File: src/rtl/instruction_sender_if.sv
// Command/response bundle between a host and instruction_sender: one frame
// request in, busy/done status and the assembled response word out.
interface instruction_sender_if;
  logic        start_i;
  logic [7:0]  instruction_i;
  logic [23:0] address_i;
  logic [31:0] value_i;
  logic        busy_o;
  logic        done_o;
  logic [31:0] result_o;

  modport master (
    output start_i, instruction_i, address_i, value_i,
    input  busy_o, done_o, result_o
  );

  modport slave (
    input  start_i, instruction_i, address_i, value_i,
    output busy_o, done_o, result_o
  );
endinterface

File: src/rtl/instruction_sender.sv
// SPI mode-0 frame sender: shifts instruction/address/value out MSB-first and,
// with INSTRUCTION_SENDER_RESPONSE_EN defined, clocks RESP_BYTES of reply back in.
module instruction_sender #(
  parameter int CLK_DIV    = 4,
  parameter int RESP_BYTES = 4
) (
  input  logic                 clk_i,
  input  logic                 rst_i,
  instruction_sender_if.slave  cmd,
  output logic                 spi_clock_o,
  output logic                 spi_cs_o,
  output logic                 spi_pico_o,
  input  logic                 spi_poci_i
);

`ifdef INSTRUCTION_SENDER_RESPONSE_EN
  localparam int N = 64 + 8 * RESP_BYTES;
`else
  localparam int N = 64;
  localparam int unused_resp_bytes = RESP_BYTES;
`endif
  localparam int BCNT_W = $clog2(N + 1);
  localparam logic [7:0]        HALF_RELOAD = 8'(CLK_DIV - 1);
  localparam logic [BCNT_W-1:0] LAST_BIT    = BCNT_W'(N - 1);

  localparam logic [2:0] S_IDLE     = 3'd0;
  localparam logic [2:0] S_CS_SETUP = 3'd1;
  localparam logic [2:0] S_SHIFT    = 3'd2;
  localparam logic [2:0] S_CS_HOLD  = 3'd3;
  localparam logic [2:0] S_DONE     = 3'd4;

  logic [2:0]        r_state;
  logic [7:0]        r_hcnt;
  logic [BCNT_W-1:0] r_bcnt;
  logic              r_busy;
  logic              r_done;
  logic              r_cs;
  logic              r_sclk;
  logic              r_pico;
  logic [N-1:0]      r_sr;

  logic [N-1:0] w_frame;
  logic         w_accept;
  logic         w_tick;
  logic         w_rise;
  logic         w_fall;
  logic         w_last;

  // Command sits in the top 64 bits; response slots below it transmit zero.
  assign w_frame  = N'({cmd.instruction_i, cmd.address_i, cmd.value_i}) << (N - 64);
  assign w_accept = (r_state == S_IDLE) && cmd.start_i;
  assign w_tick   = (r_hcnt == 8'd0);
  assign w_rise   = (r_state == S_SHIFT) && w_tick && !r_sclk;
  assign w_fall   = (r_state == S_SHIFT) && w_tick && r_sclk;
  assign w_last   = (r_bcnt == LAST_BIT);

  // Stage p0: control FSM, SPI pins and counters
  always_ff @(posedge clk_i) begin
    if (rst_i) begin
      r_state <= S_IDLE;
      r_busy  <= 1'b0;
      r_done  <= 1'b0;
      r_cs    <= 1'b1;
      r_sclk  <= 1'b0;
      r_pico  <= 1'b0;
      r_hcnt  <= 8'd0;
      r_bcnt  <= '0;
    end else begin
      r_done <= 1'b0;
      case (r_state)
        S_IDLE: begin
          if (cmd.start_i) begin
            r_state <= S_CS_SETUP;
            r_busy  <= 1'b1;
            r_cs    <= 1'b0;
            r_sclk  <= 1'b0;
            r_pico  <= w_frame[N-1];
            r_hcnt  <= HALF_RELOAD;
            r_bcnt  <= '0;
          end
        end
        S_CS_SETUP: begin
          if (w_tick) begin
            r_state <= S_SHIFT;
            r_hcnt  <= HALF_RELOAD;
          end else begin
            r_hcnt <= r_hcnt - 8'd1;
          end
        end
        S_SHIFT: begin
          if (!w_tick) begin
            r_hcnt <= r_hcnt - 8'd1;
          end else begin
            r_hcnt <= HALF_RELOAD;
            if (!r_sclk) begin
              r_sclk <= 1'b1;
            end else begin
              // PICO only ever moves together with the falling SCLK edge
              r_sclk <= 1'b0;
              if (w_last) begin
                r_state <= S_CS_HOLD;
                r_pico  <= 1'b0;
              end else begin
                r_bcnt <= r_bcnt + BCNT_W'(1);
                r_pico <= r_sr[N-2];
              end
            end
          end
        end
        S_CS_HOLD: begin
          if (w_tick) begin
            r_state <= S_DONE;
            r_cs    <= 1'b1;
            r_done  <= 1'b1;
          end else begin
            r_hcnt <= r_hcnt - 8'd1;
          end
        end
        S_DONE: begin
          r_state <= S_IDLE;
          r_busy  <= 1'b0;
        end
        default: r_state <= S_IDLE;
      endcase
    end
  end

  // Stage p0: transmit shift register (data path, no reset)
  always_ff @(posedge clk_i) begin
    if (w_accept) begin
      r_sr <= w_frame;
    end else if (w_fall) begin
      r_sr <= r_sr << 1;
    end
  end

`ifdef INSTRUCTION_SENDER_RESPONSE_EN
  localparam logic [BCNT_W-1:0] FIRST_RESP = BCNT_W'(64);

  logic [31:0] r_rx;
  logic [31:0] r_result;

  // Stage p0: response capture, only bits past the 64-bit command
  always_ff @(posedge clk_i) begin
    if (w_accept) begin
      r_rx <= 32'd0;
    end else if (w_rise && (r_bcnt >= FIRST_RESP)) begin
      r_rx <= {r_rx[30:0], spi_poci_i};
    end
  end

  // Stage p1: result register, updated only on the DONE transition
  always_ff @(posedge clk_i) begin
    if (rst_i) begin
      r_result <= 32'd0;
    end else if ((r_state == S_CS_HOLD) && w_tick) begin
      r_result <= r_rx;
    end
  end

  assign cmd.result_o = r_result;
`else
  logic w_unused_poci;
  assign w_unused_poci = spi_poci_i;
  assign cmd.result_o  = 32'd0;
`endif

  assign cmd.busy_o  = r_busy;
  assign cmd.done_o  = r_done;
  assign spi_clock_o = r_sclk;
  assign spi_cs_o    = r_cs;
  assign spi_pico_o  = r_pico;

endmodule

File: src/flat_wrapper.sv
// flat-port wrapper written by rule: the top's interface ports become plain ports
module instruction_sender_flat 
#(
  parameter int CLK_DIV    = 4,
  parameter int RESP_BYTES = 4
)
  (clk_i, rst_i, spi_clock_o, spi_cs_o, spi_pico_o, spi_poci_i, cmd_start_i, cmd_instruction_i, cmd_address_i, cmd_value_i, cmd_busy_o, cmd_done_o, cmd_result_o);
  instruction_sender_if cmd_i ();
  input  logic clk_i;
  input  logic rst_i;
  output logic spi_clock_o;
  output logic spi_cs_o;
  output logic spi_pico_o;
  input  logic spi_poci_i;
  input wire logic [$bits(cmd_i.start_i)-1:0] cmd_start_i;
  input wire logic [$bits(cmd_i.instruction_i)-1:0] cmd_instruction_i;
  input wire logic [$bits(cmd_i.address_i)-1:0] cmd_address_i;
  input wire logic [$bits(cmd_i.value_i)-1:0] cmd_value_i;
  output wire logic [$bits(cmd_i.busy_o)-1:0] cmd_busy_o;
  output wire logic [$bits(cmd_i.done_o)-1:0] cmd_done_o;
  output wire logic [$bits(cmd_i.result_o)-1:0] cmd_result_o;
  assign cmd_i.start_i = cmd_start_i;
  assign cmd_i.instruction_i = cmd_instruction_i;
  assign cmd_i.address_i = cmd_address_i;
  assign cmd_i.value_i = cmd_value_i;
  assign cmd_busy_o = cmd_i.busy_o;
  assign cmd_done_o = cmd_i.done_o;
  assign cmd_result_o = cmd_i.result_o;
  instruction_sender #(.CLK_DIV(CLK_DIV), .RESP_BYTES(RESP_BYTES)) u_core (.clk_i(clk_i), .rst_i(rst_i), .cmd(cmd_i), .spi_clock_o(spi_clock_o), .spi_cs_o(spi_cs_o), .spi_pico_o(spi_pico_o), .spi_poci_i(spi_poci_i));
endmodule
File: config.mk
export PLATFORM = sky130hd
export DESIGN_NAME = instruction_sender_flat
export DESIGN_NICKNAME = d
export VERILOG_FILES = /design/src/rtl/instruction_sender_if.sv /design/src/rtl/instruction_sender.sv /design/src/flat_wrapper.sv
export SDC_FILE = /design/constraint.sdc
export NUM_CORES = 1
export LEC_CHECK = 0
export CORE_MARGIN = 5
export CORE_UTILIZATION = 53
export DETAILED_ROUTE_END_ITERATION = 6
export PLACE_DENSITY = 0.85
export SETUP_SLACK_MARGIN = 0.3
export SLEW_MARGIN = 20
export SYNTH_ARGS = -nofsm -noshare
export SYNTH_HDL_FRONTEND = slang
export SYNTH_SLANG_ARGS = --single-unit
File: constraint.sdc
create_clock -name clk_i -period 13.55 [get_ports clk_i]
set_clock_uncertainty 0.2 [all_clocks]
set_input_delay 1.355 -clock clk_i [delete_from_list [all_inputs] [get_ports clk_i]]
set_output_delay 1.355 -clock clk_i [all_outputs]
set_load 0.02 [all_outputs]
== Yosys cells after proc, flatten, opt, wreduce, memory -nomap -nowiden ==
Index checks and enable logic that the tools add are counted.

* $add $sub $neg: 2
* $mul: 0
* Div/mod/pow operators: 0
* Magnitude comparators: 0
* Eq/ne operators: 13
* Shift operators: 0
* Mux-type cells: 32
* Bitwise operators: 1
* Reduce and logical (&&, ||, !) cells: 19

{| class="wikitable"
|+ Operators by type and width
! operator !! count
|-
| 63-bit 2-to-1 mux || 2
|-
| 7-bit 2-to-1 mux || 4
|-
| 8-bit 2-to-1 mux || 3
|-
| 8-bit case mux with 3 select lines || 1
|-
| 3-bit 2-to-1 mux || 6
|-
| 7-bit case mux with 2 select lines || 1
|-
| 3-bit case mux with 4 select lines || 1
|-
| 1-bit 2-to-1 mux || 10
|-
| 2-bit by 1-bit != test with 1-bit output, second input constant || 5
|-
| 3-bit AND reduction || 3
|-
| 8-bit zero test || 1
|-
| 1-bit case mux with 2 select lines || 4
|-
| 2-bit nonzero test || 4
|-
| 8-bit by 1-bit subtractor with 8-bit output, second input constant || 1
|-
| 7-bit by 1-bit adder with 7-bit output, second input constant || 1
|-
| 7-bit by 6-bit equality test with 1-bit output, second input constant || 1
|-
| 3-bit by 2-bit equality test with 1-bit output, second input constant || 2
|-
| 2-bit != test, second input constant || 3
|-
| 6-bit AND reduction || 1
|-
| 5-bit AND reduction || 1
|-
| 4-bit AND reduction || 1
|-
| 2-bit OR reduction || 2
|-
| 3-bit by 1-bit equality test with 1-bit output, second input constant || 1
|-
| 3-bit equality test, second input constant || 1
|-
| 5 further kinds || 7
|}

* Bits in registers: 86
* Bits in latches: 0
* Memory bits (writable): 0
* Bits in read-only memories: 0
* Input bits: 68
* Output and inout port bits: 37
* Logic and storage cells: 76
* Memories kept: 0

== Depth between registers and ports, before layout ==
* Word-level depth: 5
* Mapped depth: 7
* Mapped depth without buffers: 6

== Least setup slack after synthesis ==
OpenSTA, ideal clock, no wires.

* Path type: input port to flip-flop
* From: input port cmd_start_i
* To: register u_core.r_sr[0], enable pin
* Setup time: 0.485 ns
* Arrival: 4.255 ns
* Required time: 12.865 ns
* Path slack: 8.611 ns
* Stages on the path: 3
* Path buffers: 0
* Cell sequence: nor2b_1 > a41oi_1 > nor2_1

* Longest elaborated chain between the ends: 2

{| class="wikitable"
|+ Ends and longest elaborated chain
! element !! line !! RTL
|-
| from (decl) || flat_wrapper.sv:15 || <nowiki>input wire logic [$bits(cmd_i.start_i)-1:0] cmd_start_i;</nowiki>
|-
| 1-bit logical AND || instruction_sender.sv:51 || <nowiki>assign w_accept = (r_state == S_IDLE) && cmd.start_i;</nowiki>
|-
| 2-bit nonzero test (no source line) || -- ||
|-
| to (signal assigned) || instruction_sender.sv:131 || <nowiki>r_sr <= w_frame;</nowiki>
|-
| to (signal assigned) || instruction_sender.sv:133 || <nowiki>r_sr <= r_sr << 1;</nowiki>
|-
| to (decl) || instruction_sender.sv:40 || <nowiki>logic [N-1:0] r_sr;</nowiki>
|}

No other way between the ends.
A chain may end at the register's enable or synchronous reset.

==> flow_summary_export.csv <==
group,metric,value,unit
finish,drive_gt1_frac,0.186,
timing,max_freq,295,MHz
route,wirelength,7710,µm
finish,final_cell_mix,"71 x clkdlybuf4s50_1, 63 x edfxtp_1, 45 x mux2_2",
finish,areaGrowthSynthToFinish,19.7,%
logic_synthesis,ys_types,55,
placement,globalplace.congestion,0.850,
power,ir_drop,0.0752,mV
worst_setup_path,worst_ep_required_time,13650,ps
worst_setup_path,crit_path_end_kind,"register",
route,firstDrtPassIters,4,
worst_hold_path,hold_end,"u_core.r_bcnt[6]$_SDFFE_PP0P_",
worst_setup_path,critPathMaxFanout,28,
route,wire_per_inst,15.4,µm
finish,final_common_cell,"clkdlybuf4s50_1",
worst_hold_path,hold_depth,1,
die,core,7770,µm²
worst_setup_path,startpoint_type,"input pin",
grt,grt_pass1_vias,2664,
logic_synthesis,ys_seq_area_frac,0.556,
clock_tree,cts_root_buf,"clkbuf_8",
timing,drv_slew,0,
power,power.share.switching,0.309,
logic_synthesis,async_reset_ff_frac,0,
route,drtIter0Drc,123,
worst_setup_path,reg2reg_from,"u_core.r_hcnt[0]$_SDFFE_PP0P_",
timing,rsz0062_at_grt,"no",
die,rows,32,
timing,period_minus_slack,3390,ps
timing,max_slew.worst_pin.slew,1020,ps
timing,whs,261,ps
worst_setup_path,reg2reg_depth,6,
finish,diodes,0,
clock_tree,cts_tree,"built",
clock_tree,ctsHoldBuffers,0,
logic_synthesis,postSynthAreaPerCell,12.9,µm²
timing,fin_setup_tns,0,ps
grt,grt_max_degree,64,
timing,hold_viol,0,
worst_setup_path,worst_ep_arrival_time,3490,ps
worst_hold_path,min_from,"u_core.r_bcnt[6]$_SDFFE_PP0P_",
die,die_area,9870,µm²
logic_synthesis,ys_ff_latch,86,
grt,grtUsageTotal,0.164,
logic_synthesis,netlist_area,4230,µm²
worst_hold_path,hold_class,"register to register",
die,die_x,99.3,µm
power,internal_power,570,µW
logic_synthesis,yosysWarnings,0,
power,power_density,163,nW/µm²
power,power.share.sequential,0.501,
power,p_leak,0.00178,µW
power,clock_power_share,0.191,
finish,fin_nets,463,
clock_tree,ctsResizeCount,0,
worst_setup_path,reg2reg_to,"u_core.r_sr[32]$_DFFE_PP_",
power,power,824,µW
clock_tree,clkLatencyLatePin,350,ps
power,switchingPower,255,µW
clock_tree,cts_buffer_depth,2,
die,start_util,0.545,
route,vias,2695,
grt,antenna_found_initial,0,
grt,grt_pass1_wl,12900,µm
outcome,outcome,"completed",
placement,hpwl,5460,µm
route,viasPerCell,5.39,
worst_setup_path,path_class,"input pin to register",
logic_synthesis,synth_ff_type,"edfxtp_1",
clock_tree,clkSinkCount,86,
timing,relSlewSlack,0.315,
timing,finalCritPeriodShare,0.251,
clock_tree,cts_setup_buffers,0,
clock_tree,htreeDepth,3,
clock_tree,cts_buffers,9,
clock_tree,clk_pin_slew,90,ps
worst_setup_path,reg2reg_slack,10780,ps
power,combPwrFrac,0.308,
logic_synthesis,synth_edf_count,63,
timing,setup-violations-final,0,
die,pin_count,105,
route,drc,0,
route,drtAntennaViolNets,0,
placement,buffer_ports.inserted,71,
logic_synthesis,netlist_instances,327,
die,die_y,99.3,µm
flow_run,drv_cap,0,
grt,grt_overflow,0,
kinds of logic after synthesis:
logic type | synth area share
flops | 0.556
buf+inv | 0.0834
fa+ha+maj | 0.00591
compound gates | 0.0751
other cells | 0.000886
mux | 0.177
xor+xnor | 0.00207
simple gates | 0.0997
routing by layer:
layer	wire length (µm)	global-route usage
met5	0	0
met4	56	0.0441
met3	680	0.0610
met2	3740	0.267
met1	3230	0.206
cell usage after synthesis (3+ instances only):
cell type,instances,share of area
edfxtp_1,63,0.45
mux2_2,45,0.12
buf_4,32,0.057
dfxtp_1,23,0.11
mux2_1,17,0.045
nand2_1,13,0.012
clkbuf_1,12,0.011
a21oi_1,10,0.012
nor2_1,9,0.0080
nor3_1,8,0.0095
nor4_1,8,0.012
or3_1,8,0.012
a31oi_1,5,0.0074
inv_1,5,0.0044
mux2i_1,5,0.012
nand3_1,5,0.0059
buf_2,3,0.0035
nand4_1,3,0.0044
o31ai_1,3,0.0053
power groups by stage:
stage	registers, µW	clock network, µW	logic [µW]
after CTS	414	162	257
after global routing	422	173	280
after global placement	416	0	247
after floorplan	407	0	210
after detailed placement	419	0	256
final	413	157	254
stage by stage:
stage	instance area, µm²	cells	setup slack [ps]	util
after floorplan	4350	358	8610	-
after global placement	4900	484	9850	0.630
after detailed placement	4900	484	9800	0.630
after CTS	5060	500	10190	0.652
after global routing	5060	500	9870	0.652
final	5060	500	10160	0.652
registers in the layout, indices dropped and copies added (netlist names):
name                cells
u_core.r_sr            63
u_core.spi_clock_o      1
u_core.spi_pico_o       1
u_core.r_state          3
u_core.r_bcnt           7
u_core.cmd.done_o       1
u_core.spi_cs_o         1
u_core.cmd.busy_o       1
u_core.r_hcnt           8
critical path: stages:
cell,delay [ps]
clkdlybuf4s50_1,890
a2111oi_0,860
nor3b_1,270
a211o_1,110
area by class of cell:
cell class | instances | area [µm²]
flip-flops and latches | 86 | 2350
repair buffers | 74 | 733
well taps | 102 | 128
fillers | 595 | 2710
clock inverters | 5 | 33.8
multi-input cells | 215 | 1660
inverters | 7 | 26.3
clock buffers | 11 | 131
how the worst max path moves through the flow:
| stage | start | end | cells after the start |
|---|---|---|---|
| 6_report | rst_i | u_core.r_hcnt[3]$_SDFFE_PP0P_ | 4 |
| 5_1_grt | rst_i | u_core.r_hcnt[3]$_SDFFE_PP0P_ | 4 |
| 4_1_cts | rst_i | u_core.r_hcnt[3]$_SDFFE_PP0P_ | 4 |
| 3_5_place_dp | rst_i | u_core.r_hcnt[3]$_SDFFE_PP0P_ | 4 |
| 3_3_place_gp | rst_i | u_core.r_hcnt[3]$_SDFFE_PP0P_ | 4 |
| 2_1_floorplan | cmd_start_i | u_core.r_sr[0]$_SDFFCE_PN0P_ | 3 |
Note: power is estimated with default switching activity, not from simulation.
